--- src/rtl/prefetch_queue_if.sv ---
// Memory read bus between the prefetch queue (master) and instruction memory (slave).
// Read data is valid the cycle after an accepted request.
interface prefetch_queue_if #(
    parameter int DATA_WIDTH = 8,
    parameter int ADDR_WIDTH = 16
);
    logic                  mem_rd;
    logic                  mem_gnt;
    logic [ADDR_WIDTH-1:0] mem_addr;
    logic [DATA_WIDTH-1:0] mem_rdata;

    modport master (
        output mem_rd,
        output mem_addr,
        input  mem_gnt,
        input  mem_rdata
    );

    modport slave (
        input  mem_rd,
        input  mem_addr,
        output mem_gnt,
        output mem_rdata
    );
endinterface

--- src/rtl/prefetch_queue.sv ---
// Instruction prefetch buffer: streams sequential bytes ahead of the PC into a circular
// queue, presents the three head bytes in parallel and retires 1..3 bytes per cycle.
module prefetch_queue #(
    parameter int                    DATA_WIDTH = 8,
    parameter int                    ADDR_WIDTH = 16,
    parameter int                    DEPTH      = 4,
    parameter logic [ADDR_WIDTH-1:0] BASE_ADDR  = 'h10
) (
    input  logic                    clk,
    input  logic                    reset_n,
    prefetch_queue_if.master        mem,
    input  logic                    flush,
    input  logic [ADDR_WIDTH-1:0]   flush_addr,
    input  logic [1:0]              pop_len,
    output logic [DATA_WIDTH-1:0]   q0,
    output logic [DATA_WIDTH-1:0]   q1,
    output logic [DATA_WIDTH-1:0]   q2,
    output logic [$clog2(DEPTH):0]  level,
    output logic [ADDR_WIDTH-1:0]   head_addr,
    output logic                    underflow
);
    localparam int PTR_W = $clog2(DEPTH);
    localparam int LVL_W = PTR_W + 1;

    logic [DATA_WIDTH-1:0] store [DEPTH];
    logic [PTR_W-1:0]      rd_ptr;
    logic [PTR_W-1:0]      wr_ptr;
    logic [ADDR_WIDTH-1:0] fetch_addr;
    logic                  inflight;
    logic                  drop;
    logic                  accept;
    logic                  wr_en;
    logic                  pop_ok;
    logic [LVL_W-1:0]      pop_amt;

    assign pop_amt = LVL_W'(pop_len);

    // Room check counts the outstanding read but never credits a same-cycle pop.
    assign mem.mem_rd   = reset_n && !flush &&
                          ((level + LVL_W'(inflight)) < LVL_W'(DEPTH));
    assign mem.mem_addr = fetch_addr;
    assign accept       = mem.mem_rd && mem.mem_gnt;
    assign wr_en        = inflight && !drop && !flush;
    assign pop_ok       = !flush && (pop_len != 2'd0) && (pop_amt <= level);

    always_ff @(posedge clk or negedge reset_n) begin
        if (!reset_n) begin
            level      <= '0;
            rd_ptr     <= '0;
            wr_ptr     <= '0;
            head_addr  <= BASE_ADDR;
            fetch_addr <= BASE_ADDR;
            inflight   <= 1'b0;
            drop       <= 1'b0;
            underflow  <= 1'b0;
        end else begin
            inflight <= accept;
            drop     <= flush;
            if (flush) begin
                level      <= '0;
                rd_ptr     <= wr_ptr;
                head_addr  <= flush_addr;
                fetch_addr <= flush_addr;
                underflow  <= 1'b0;
            end else begin
                underflow <= (pop_amt > level);
                level     <= level + LVL_W'(wr_en) - (pop_ok ? pop_amt : '0);
                if (accept)
                    fetch_addr <= fetch_addr + ADDR_WIDTH'(1);
                if (wr_en)
                    wr_ptr <= wr_ptr + PTR_W'(1);
                if (pop_ok) begin
                    rd_ptr    <= rd_ptr + PTR_W'(pop_len);
                    head_addr <= head_addr + ADDR_WIDTH'(pop_len);
                end
            end
        end
    end

    always_ff @(posedge clk) begin
        if (wr_en)
            store[wr_ptr] <= mem.mem_rdata;
    end

    assign q0 = store[rd_ptr];
    assign q1 = store[rd_ptr + PTR_W'(1)];
    assign q2 = store[rd_ptr + PTR_W'(2)];
endmodule

--- src/flat_wrapper.sv ---
// flat-port wrapper written by rule: the top's interface ports become plain ports
module prefetch_queue_flat 
#(
    parameter int                    DATA_WIDTH = 8,
    parameter int                    ADDR_WIDTH = 16,
    parameter int                    DEPTH      = 4,
    parameter logic [ADDR_WIDTH-1:0] BASE_ADDR  = 'h10
)
  (clk, reset_n, flush, flush_addr, pop_len, q0, q1, q2, level, head_addr, underflow, mem_mem_rd, mem_mem_addr, mem_mem_gnt, mem_mem_rdata);
  prefetch_queue_if #(.DATA_WIDTH(DATA_WIDTH), .ADDR_WIDTH(ADDR_WIDTH)) mem_i ();
  input  logic clk;
  input  logic reset_n;
  input  logic flush;
  input  logic [ADDR_WIDTH-1:0] flush_addr;
  input  logic [1:0] pop_len;
  output logic [DATA_WIDTH-1:0] q0;
  output logic [DATA_WIDTH-1:0] q1;
  output logic [DATA_WIDTH-1:0] q2;
  output logic [$clog2(DEPTH):0] level;
  output logic [ADDR_WIDTH-1:0] head_addr;
  output logic underflow;
  output wire logic [$bits(mem_i.mem_rd)-1:0] mem_mem_rd;
  output wire logic [$bits(mem_i.mem_addr)-1:0] mem_mem_addr;
  input wire logic [$bits(mem_i.mem_gnt)-1:0] mem_mem_gnt;
  input wire logic [$bits(mem_i.mem_rdata)-1:0] mem_mem_rdata;
  assign mem_mem_rd = mem_i.mem_rd;
  assign mem_mem_addr = mem_i.mem_addr;
  assign mem_i.mem_gnt = mem_mem_gnt;
  assign mem_i.mem_rdata = mem_mem_rdata;
  prefetch_queue #(.DATA_WIDTH(DATA_WIDTH), .ADDR_WIDTH(ADDR_WIDTH), .DEPTH(DEPTH), .BASE_ADDR(BASE_ADDR)) u_core (.clk(clk), .reset_n(reset_n), .mem(mem_i), .flush(flush), .flush_addr(flush_addr), .pop_len(pop_len), .q0(q0), .q1(q1), .q2(q2), .level(level), .head_addr(head_addr), .underflow(underflow));
endmodule
--- config.mk ---
export PLATFORM = sky130hd
export DESIGN_NAME = prefetch_queue_flat
export DESIGN_NICKNAME = d
export VERILOG_FILES = /design/src/rtl/prefetch_queue_if.sv /design/src/rtl/prefetch_queue.sv /design/src/flat_wrapper.sv
export SDC_FILE = /design/constraint.sdc
export NUM_CORES = 1
export LEC_CHECK = 0
export CAP_MARGIN = 0
export CORE_MARGIN = 3
export CORE_UTILIZATION = 35
export CTS_CLUSTER_DIAMETER = 150
export CTS_CLUSTER_SIZE = 12
export DETAILED_ROUTE_END_ITERATION = 16
export GPL_TIMING_DRIVEN = 0
export PLACE_DENSITY = 0.68
export REMOVE_ABC_BUFFERS = 1
export SYNTH_ARGS = -nofsm -noshare
export SYNTH_HDL_FRONTEND = slang
export SYNTH_SLANG_ARGS = --single-unit
--- constraint.sdc ---
create_clock -name clk -period 3.67 [get_ports clk]
set_clock_uncertainty 0.2 [all_clocks]
set_input_delay 0.734 -clock clk [delete_from_list [all_inputs] [get_ports clk]]
set_output_delay 0.734 -clock clk [all_outputs]
set_load 0.05 [all_outputs]
### Word-level counts from Yosys, hierarchy flattened

Memory sizes are Yosys's and may differ from the RTL's.
Cells that the tools add are included.

| word-level totals | value |
|---|---|
| register bits | 42 |
| RAM bits | 32 |
| input bits | 30 |
| output and inout port bits | 61 |
| word-level logic and storage cells | 46 |
| memories kept | 1 |

| operators by class | value |
|---|---|
| add/sub/neg operators | 9 |
| order comparisons | 3 |
| multiplexer cells | 11 |
| bitwise operators | 1 |
| reductions and logical operators | 13 |

Memories:

| name | words | bits a word | rd ports | clocked after Yosys merged registers in | wr ports | RTL line | text |
|---|---|---|---|---|---|---|---|
| u_core.store | 4 | 8 | 3 | 0 | 1 | prefetch_queue.sv:25 | `logic [DATA_WIDTH-1:0] store [DEPTH];` |

Operators by type and width:

| operator | number |
|---|---|
| 16-bit 2-to-1 mux | 4 |
| 16-bit by 1-bit adder with 16-bit output, second input constant | 1 |
| 16-bit by 2-bit adder with 16-bit output | 1 |
| 1-bit logical AND | 7 |
| 3-bit by 1-bit adder with 3-bit output | 2 |
| 2-bit 2-to-1 mux | 3 |
| 2-bit nonzero test | 3 |
| 2-bit by 1-bit adder with 2-bit output, second input constant | 2 |
| 2-bit by 3-bit greater-than comparator with 1-bit output | 1 |
| 2-bit by 3-bit <= comparator with 1-bit output | 1 |
| 3-bit less-than comparator, second input constant | 1 |
| 1-bit 2-to-1 mux | 3 |
| 3-bit 2-to-1 mux | 1 |
| 3-bit subtractor | 1 |
| 2-bit adder | 1 |
| 2-bit adder, second input constant | 1 |
| 1-bit zero test | 2 |
| 2-bit AND reduction | 1 |
| 1-bit inverter | 1 |

### Logic depth before layout (Yosys ltp)

| logic depth | value |
|---|---|
| depth in word-level cells | 6 |
| depth in mapped cells | 15 |
| depth with buffers taken out | 13 |

### Worst setup path before layout

No wires, ideal clock.

| path | value |
|---|---|
| path kind | input-to-reg |
| start | input pop_len[1] |
| end | register u_core.level[2] |
| setup time | 0.131 ns |
| arrival time | 2.958 ns |
| required time | 3.339 ns |
| setup slack | 0.381 ns |
| stages on the path | 14 |
| buffers on the path | 2 |
| cells stage by stage | ha_1 nor2b_1 o21ai_0 buf_2 buf_2 and3_1 ha_1 inv_1 ha_1 inv_1 fa_1 xor2_1 xnor2_1 nor2_1 |

| on the way | value |
|---|---|
| longest elaborated chain between the ends | 6 |
| elaborated cells between the ends (all ways) | 7 |

RTL lines:

| what | RTL line | text |
|---|---|---|
| from (decl) | flat_wrapper.sv:15 | `input logic [1:0] pop_len;` |
| branches (longest 3 deep; another with 2-bit by 3-bit <= comparator with 1-bit output) | -- |  |
| 2-bit 2-to-1 mux * | prefetch_queue.sv:67 | `level <= level + LVL_W'(wr_en) - (pop_ok ? pop_amt : '0);` |
| 3-bit subtractor * | prefetch_queue.sv:67 |  |
| 3-bit 2-to-1 mux * | prefetch_queue.sv:59 | `if (flush) begin` |
| to (signal assigned) | prefetch_queue.sv:67 |  |
| to (decl) | prefetch_queue.sv:18 | `output logic [$clog2(DEPTH):0] level,` |

Mark *: on every way between the ends.
A chain may end at the register's enable or synchronous reset.

### Worst setup path after layout

| path | value |
|---|---|
| start | input flush |
| end | output mem_mem_rd |

| on the way | value |
|---|---|
| longest elaborated chain between the ends | 3 |

RTL lines:

| what | RTL line | text |
|---|---|---|
| from (decl) | flat_wrapper.sv:13 | `input logic flush;` |
| 1-bit zero test | prefetch_queue.sv:39 | `assign mem.mem_rd = reset_n && !flush &&` |
| 1-bit logical AND (2 in series) | prefetch_queue.sv:39 |  |
| to (decl) | flat_wrapper.sv:22 | `output wire logic [$bits(mem_i.mem_rd)-1:0] mem_mem_rd;` |

Every way passes these cells.

==> metrics.md <==
| Metric | Value |
|---|---|
| Mapped Cells | about 310 |
| TritonCTS clock tree | yes |
| Synthesized flop and latch total | 74 |
| Via count | just under 3000 |
| DRT Wirelength | between 9 and 10 mm |
| Setup WS post-layout | around 0.10 ns |
| Status | complete, no violations |
| Worst path max stage delay | 0.81 ns |
| Boundary Pins | just over 90 |
| Final Hold Vio Count | 0 |
| Met1 usage | 0.210 |
| Die Wd | 114 µm |
| Syn. warnings | 0 |
| Critical path fanouts, max | 18 |
| Die height | around 110 µm |
| All-Layer GR Usage | 0.155 |
| CTS Sinks | 74 |
| Post-route minimum period | 3.57 ns |
| Vias in the first global route | roughly 3000 |
| Antenna-violating nets left | 0 |
| Final #Nets | between 400 and 500 |
| Critical-path top delay cell | clkdlybuf4s50_1 |
| Filler Cell Count | between 1000 and 1500 |
| Setup CP Type | primary input to output port |
| CP top delay family | buffers and inverters |
| Wire per inst | roughly 18 µm |
| Row count | 38 |
| TritonCTS buffer count | 9 |
| Global-route wire length before repair | about 16 mm |
| Power Density | 719 mW/mm² |
| RePlAce Congestion | between 0.7 and 0.8 |
| Number of buffers and inverters on the critical path | 2 |
| CP Data Arrival Time | approximately 2.6 ns |
| Post-CTS Repair Setup Buffers | 0 |
| Bufs on Longest Clock Path | 2 |
| RSZ-0062 raised after global routing | no |
| # setup viols final | 0 |
| Reg-to-reg slack, setup | 0.74 ns |
| Initial antenna violation count | 0 |
| M3 GR Usage | 0.0460 |
| CP Cell Sequence | clkdlybuf4s15_1 -> nor2b_2 -> and2_1 -> clkdlybuf4s50_1 |
| Drt drc | 0 |
| Starting Density | 0.368 |
| Clock slew at the register clock pins of the worst setup and hold paths | approximately 0.06 ns |
| CP Capture Type | output port |
| Antenna cells | 0 |
| # hold bufs at CTS | 0 |
| Pleak | roughly 2.0 nW |
| Netlist cell types | 44 |
| PortBufs | 90 |
| Register area share after synthesis | 0.493 |
| Setup crit start kind | primary input |
| Netlist Area Pre-Place | a little over 0.004 mm² |
| DR vias/cell | 5.33 |
| GR Layer Usage met2 | 0.247 |
| R2R Path End | u_core.level[2] |
| TritonRoute pass-1 iters | 4 |
| Worst-Margin Slew | approximately 0.84 ns |
| R2r startpoint | u_core.level[1] |
| Initial drt markers | between 200 and 250 |
| Area Overhead vs Synth | 32.1% |
| Largest net degree at the start of global routing | 36 |
| Hold Crit Class | primary input to async pin |
| Post-Syn Area per Cell | approximately 13 µm² |
| H-Tree Depth | 3 |
| Clk_lat worst skew | 0.33 ns |
| Slew headroom | 0.441 |
| Period utilisation layout | 0.973 |
| Post-DP HPWL | a little over 7 mm |
| CTS root buffer | clkbuf_16 |
| Dpl ws | -0.508 ns |
| Hold_ws | about 0.16 ns |
| Share of layout cells above drive strength 1 | 0.196 |
| DIE AREA | ~0.013 mm² |
| Core Region | between 0.01 and 0.015 mm² |
| Maximum vdd drop | around 560 µV |
| GRT busiest layer | met2 |
| Max-cap violations | 0 |
| Fmax | 280 MHz |
| Req. time, crit path | around 2.7 ns |
| Final Max Slew Viols | 0 |
| Reg2reg path depth | 13 |
| Grt ovf | 0 |
-- layout make-up --
cell class | instances | area [µm²] | share of cell area
sequential | 74 | 2020 | 0.373
clock buffer | 10 | 229 | 0.0424
multi-input combinational | 207 | 1950 | 0.361
tap | 140 | 175 | 0.0324
timing repair buffer | 92 | 928 | 0.172
inverter | 15 | 58.8 | 0.0109
clock inverter | 6 | 42.5 | 0.00787
-- cells in the mapped netlist (all sizes together) --
master   number  area share
clkbuf        4      0.0037
xnor2        23       0.049
xor2          8       0.017
nor2         14       0.013
a311oi        2      0.0043
and2          7       0.011
buf          13       0.015
dfrtp        40        0.24
nor2b         4      0.0067
a41oi         1      0.0021
a21o          2      0.0037
dfstp         2       0.013
nand2b        1      0.0015
a2bb2oi       1      0.0021
nor4b         1      0.0037
nand3        15       0.018
and4          4      0.0089
nor3          2      0.0024
ha           13       0.040
nand4        12       0.020
a21oi         8      0.0098
or3           4      0.0073
mux4         24        0.13
a31oi         3      0.0046
nor3b         1      0.0018
nand4b        1      0.0021
mux2         22       0.061
o21ai         7      0.0086
a211oi        1      0.0018
or2           2      0.0031
and3          7       0.011
nor4          3      0.0046
fa            2      0.0098
mux2i         2      0.0049
nand2        10      0.0092
edfxtp       32        0.23
inv          15       0.014
-- how the worst max path moves through the flow --
stage | start | end | slack (ns) | cells past startpoint
after floorplan | pop_len[1] | u_core.level[2] | -0.21 | 12
after global placement | pop_len[1] | u_core.level[2] | -1.57 | 13
after detailed placement | flush | u_core.level[2] | -0.51 | 11
after CTS | flush | u_core.level[2] | 0.11 | 11
after global routing | flush | mem_mem_rd | 0.007 | 4
final | flush | mem_mem_rd | 0.10 | 4
-- per-layer routing --
| layer | wire length, µm | vias up |
|---|---|---|
| met3 | 662 | 7 |
| met4 | 61 | 0 |
| li1 | - | 1346 |
| met2 | 4640 | 101 |
| met1 | 4390 | 1443 |
| met5 | 0 | - |
-- timing repair --
item                       in CTS  in global routing
resized for setup               5                  5
cloned                          0                  0
setup endpoints to repair      26                  1
hold endpoints to repair        0                  0
-- sequential cells by signal, summed over array words and instances (netlist names) --
name                 flops
u_core.store            32
u_core.head_addr        16
u_core.mem.mem_addr     16
u_core.level             3
u_core.rd_ptr            2
u_core.wr_ptr            2
u_core.drop              1
u_core.inflight          1
u_core.underflow         1
-- report_power, final --
group          switching, W  internal (W)
combinational       0.00112      0.000774
clock              0.000343      0.000459
sequential         0.000226      0.000961
-- layout by cell type, fill, tap and decap left out, types with 2 or more instances in the layout --
cell	instances
a21o_1	2
a21oi_1	8
a311oi_1	2
a31oi_1	3
and2_1	7
and3_1	6
and4_1	3
clkbuf_16	9
clkdlybuf4s50_1	86
clkinv_2	2
clkinvlp_4	2
dfrtp_1	38
dfrtp_2	2
dfstp_2	2
dlymetal6s2s_1	2
edfxtp_1	32
fa_1	2
ha_1	13
inv_1	14
mux2_2	22
mux2i_1	2
mux4_2	24
nand2_1	10
nand3_1	15
nand4_1	11
nor2_1	14
nor2b_1	3
nor3_1	2
nor4_1	3
o21ai_0	6
or2_2	2
or3_1	3
xnor2_1	22
xor2_1	8
-- through the flow --
| stage | util | setup TNS [ns] | std cells | area, µm² | total power (W) |
|---|---|---|---|---|---|
| 2_1_floorplan | - | -0.228 | 296 | 4010 | 0.00248 |
| 3_3_place_gp | 0.457 | -29.47 | 526 | 5090 | 0.00305 |
| 3_5_place_dp | 0.459 | -0.917 | 528 | 5110 | 0.00311 |
| 4_1_cts | 0.485 | 0 | 544 | 5400 | 0.00393 |
| 5_1_grt | 0.486 | 0 | 544 | 5400 | 0.00409 |
| 6_report | 0.486 | 0 | 544 | 5400 | 0.00388 |
-- cell families (layout without fill, tap and decap cells) --
logic type / count (synthesis) / count (layout) / share of synthesized area
AOI/OAI and AO/OA: 25 / 25 / 0.0370
xor gates and xnor gates: 31 / 31 / 0.0664
adders and majority gates: 15 / 15 / 0.0496
buffers and inverters: 32 / 123 / 0.0327
DFF: 74 / 74 / 0.493
muxes: 48 / 48 / 0.198
and+or+nand+nor: 88 / 88 / 0.124
(Power assumes the default switching activity.)
==> variant, RTL diff (config.mk and constraints unchanged) <==
`DEPTH` is set to 4 in 2 places; all go to 8.
--- a/src/rtl/prefetch_queue.sv
+++ b/src/rtl/prefetch_queue.sv
@@ -3,7 +3,7 @@
 module prefetch_queue #(
     parameter int                    DATA_WIDTH = 8,
     parameter int                    ADDR_WIDTH = 16,
-    parameter int                    DEPTH      = 4,
+    parameter int                    DEPTH      = 8,
     parameter logic [ADDR_WIDTH-1:0] BASE_ADDR  = 'h10
 ) (
     input  logic                    clk,
--- a/src/flat_wrapper.sv
+++ b/src/flat_wrapper.sv
@@ -3,7 +3,7 @@
 #(
     parameter int                    DATA_WIDTH = 8,
     parameter int                    ADDR_WIDTH = 16,
-    parameter int                    DEPTH      = 4,
+    parameter int                    DEPTH      = 8,
     parameter logic [ADDR_WIDTH-1:0] BASE_ADDR  = 'h10
 )
   (clk, reset_n, flush, flush_addr, pop_len, q0, q1, q2, level, head_addr, underflow, mem_mem_rd, mem_mem_addr, mem_mem_gnt, mem_mem_rdata);
Interface: changed (resized level); port bits go from 91 to 92. The function was not compared with the original's and may differ.
==> variant against the original RTL <==
- first-iteration DRC count is 34% higher
- global-route usage is 1.1 points higher
- synthesized area rose by 44%
- worst setup slack better by 27 ps
- wire length up 57%
- power up 43%
- count of clock-buffer cells in the layout decreased by 1
- via count is 57% higher
- sequential share of layout area up 3.9 points
- final area rose by 37%
- clock power up 21%
- sequential cell count up 35
- final cell count grew 46%
- utilization is 2.7 points lower
- largest power group unchanged
==> variant: results <==
metrics = {
    "yosys": {
        "ys_types": 45,
        "yosysSeqAreaShare": 0.5166,
        "synth_top_family_by_area": "multiplexers",
        "async_reset_ff_frac": 0.4128,
        "yosys_warnings": 0,
        "synth_mux_area_frac": 0.1562,
        "synth-compound-area-share": 0.1070,
        "synth_common_cells": "edfxtp_1, dfrtp_1, nor2_1, nand2_1, mux2_2",
        "synth_edf_count": 64,
        "netlist_top_cells_area": "edfxtp_1, dfrtp_1, mux4_2",
        "synth_fa_ha_area_frac": 0.03984,
        "synth-xor-area-share": 0.01038,
    },
    "critical_path": {
        "worstReg2RegStart": "u_core.level[1]",
        "ff2ff_setup_slack_ps": 770,
        "crit_start": "u_core.rd_ptr[0]",
        "r2r-end": "u_core.level[2]",
        "cp_max_fo": 21,
        "crit_arrival_ps": 2610,
        "r2r_cells": 11,
        "worstSetupEndpoint": "q0[7]",
    },
    "sta": {
        "finalWorstSetupSlack_ps": 126.9,
        "slew-limit-headroom": 0.3321,
    },
    "pwr": {
        "peakVddDrop_mv": 0.5432,
        "leakage_nw": 2.609,
    },
    "flow_run": {
        "cap_viol_max_count": 0,
    },
    "cells_and_area": {
        "diodes": 0,
        "largest_reg_flops": 64,
        "regMostFlops": "u_core.store",
        "layout-drive-gt1-share": 0.1632,
        "layout.nets": 618,
    },
    "grt": {
        "grt_pass1_wl_um": 23910,
        "grt_max_degree": 44,
        "grt.total_usage": 0.1664,
        "antenna_found_initial": 0,
    },
    "cts": {
        "ctsRootBufferMaster": "clkbuf_16",
        "clockBufferDepth": 2,
        "clk_pin_slew_ps": 80,
        "numCtsBuffers": 9,
        "htree_levels": 3,
        "clk_latency_ps": 350,
    },
    "place": {
        "port_buffers": 91,
        "routabilityCongestion": 0.8488,
        "dpl_worst_slack_ps": -1071,
        "placed_area_sq_um": 7007,
        "hpwl_um": 10130,
    },
    "route": {
        "drtIter0Drc": 299,
        "vias": 4546,
        "wl_um": 15300,
        "firstDrtPassIters": 5,
    },
    "outcome": {
        "status": "completed",
    },
    "hold_path": {
        "hold_class": "input pin to async pin",
    },
}
## variant: what timing repair did
action | 4_1_cts | 5_1_grt
buffers inserted | 2 | 3
resized for setup | 24 | 8
gates cloned | 2 | 1
pin swaps | 1 | 1
setup endpoints to repair | 92 | 20
## variant: layout make-up
type	instances	area [sq um]
Multi-Input combinational cell	335	2746
Timing Repair Buffer	98	972.2
Fill cell	1444	8748
Clock inverter	7	76.32
Sequential cell	109	3059
Timing Repair inverter	2	10.01
Inverter	16	65.06
Tap cell	216	270.3
Clock buffer	9	225.2
## variant: worst max-delay path, cell delays in order, from the launching register on
cell and delay [ps]:
dfrtp_4 590, buf_12 230, mux4_2 530, nor2_1 100
a21oi_1 70, clkdlybuf4s50_1 720
## variant: through the flow
stage,std cells,setup TNS (ps),util,hold WS [ps]
after floorplan,459,-2337,-,238.4
after global placement,766,-74090,0.4299,325.1
after detailed placement,768,-40560,0.4332,337.1
after CTS,788,0,0.4554,118.4
after global routing,792,0,0.4591,147.3
final,792,0,0.4591,121.7
## variant: per-layer routing
| layer | wire (um) | share of wire | global-route usage |
|---|---|---|---|
| met2 | 7380 | 0.48 | 0.2702 |
| met3 | 1037 | 0.068 | 0.04552 |
| met4 | 137 | 0.0090 | 0.03975 |
| met1 | 6741 | 0.44 | 0.2237 |
| met5 | 0 | 0 | 0 |
## variant: logic make-up (layout without fill, tap and decap cells)
logic type / count (synthesis) / after routing
compound gates: 96 / 97
mux: 59 / 59
buf+inv: 46 / 132
simple gates: 155 / 155
xor+xnor: 7 / 7
fa+ha+maj: 17 / 17
flops: 109 / 109
## variant: power breakdown
part	internal, mW	switching, mW	total, mW
registers	1.40	0.225	1.63
logic	1.16	1.79	2.95
clock network	0.481	0.486	0.967
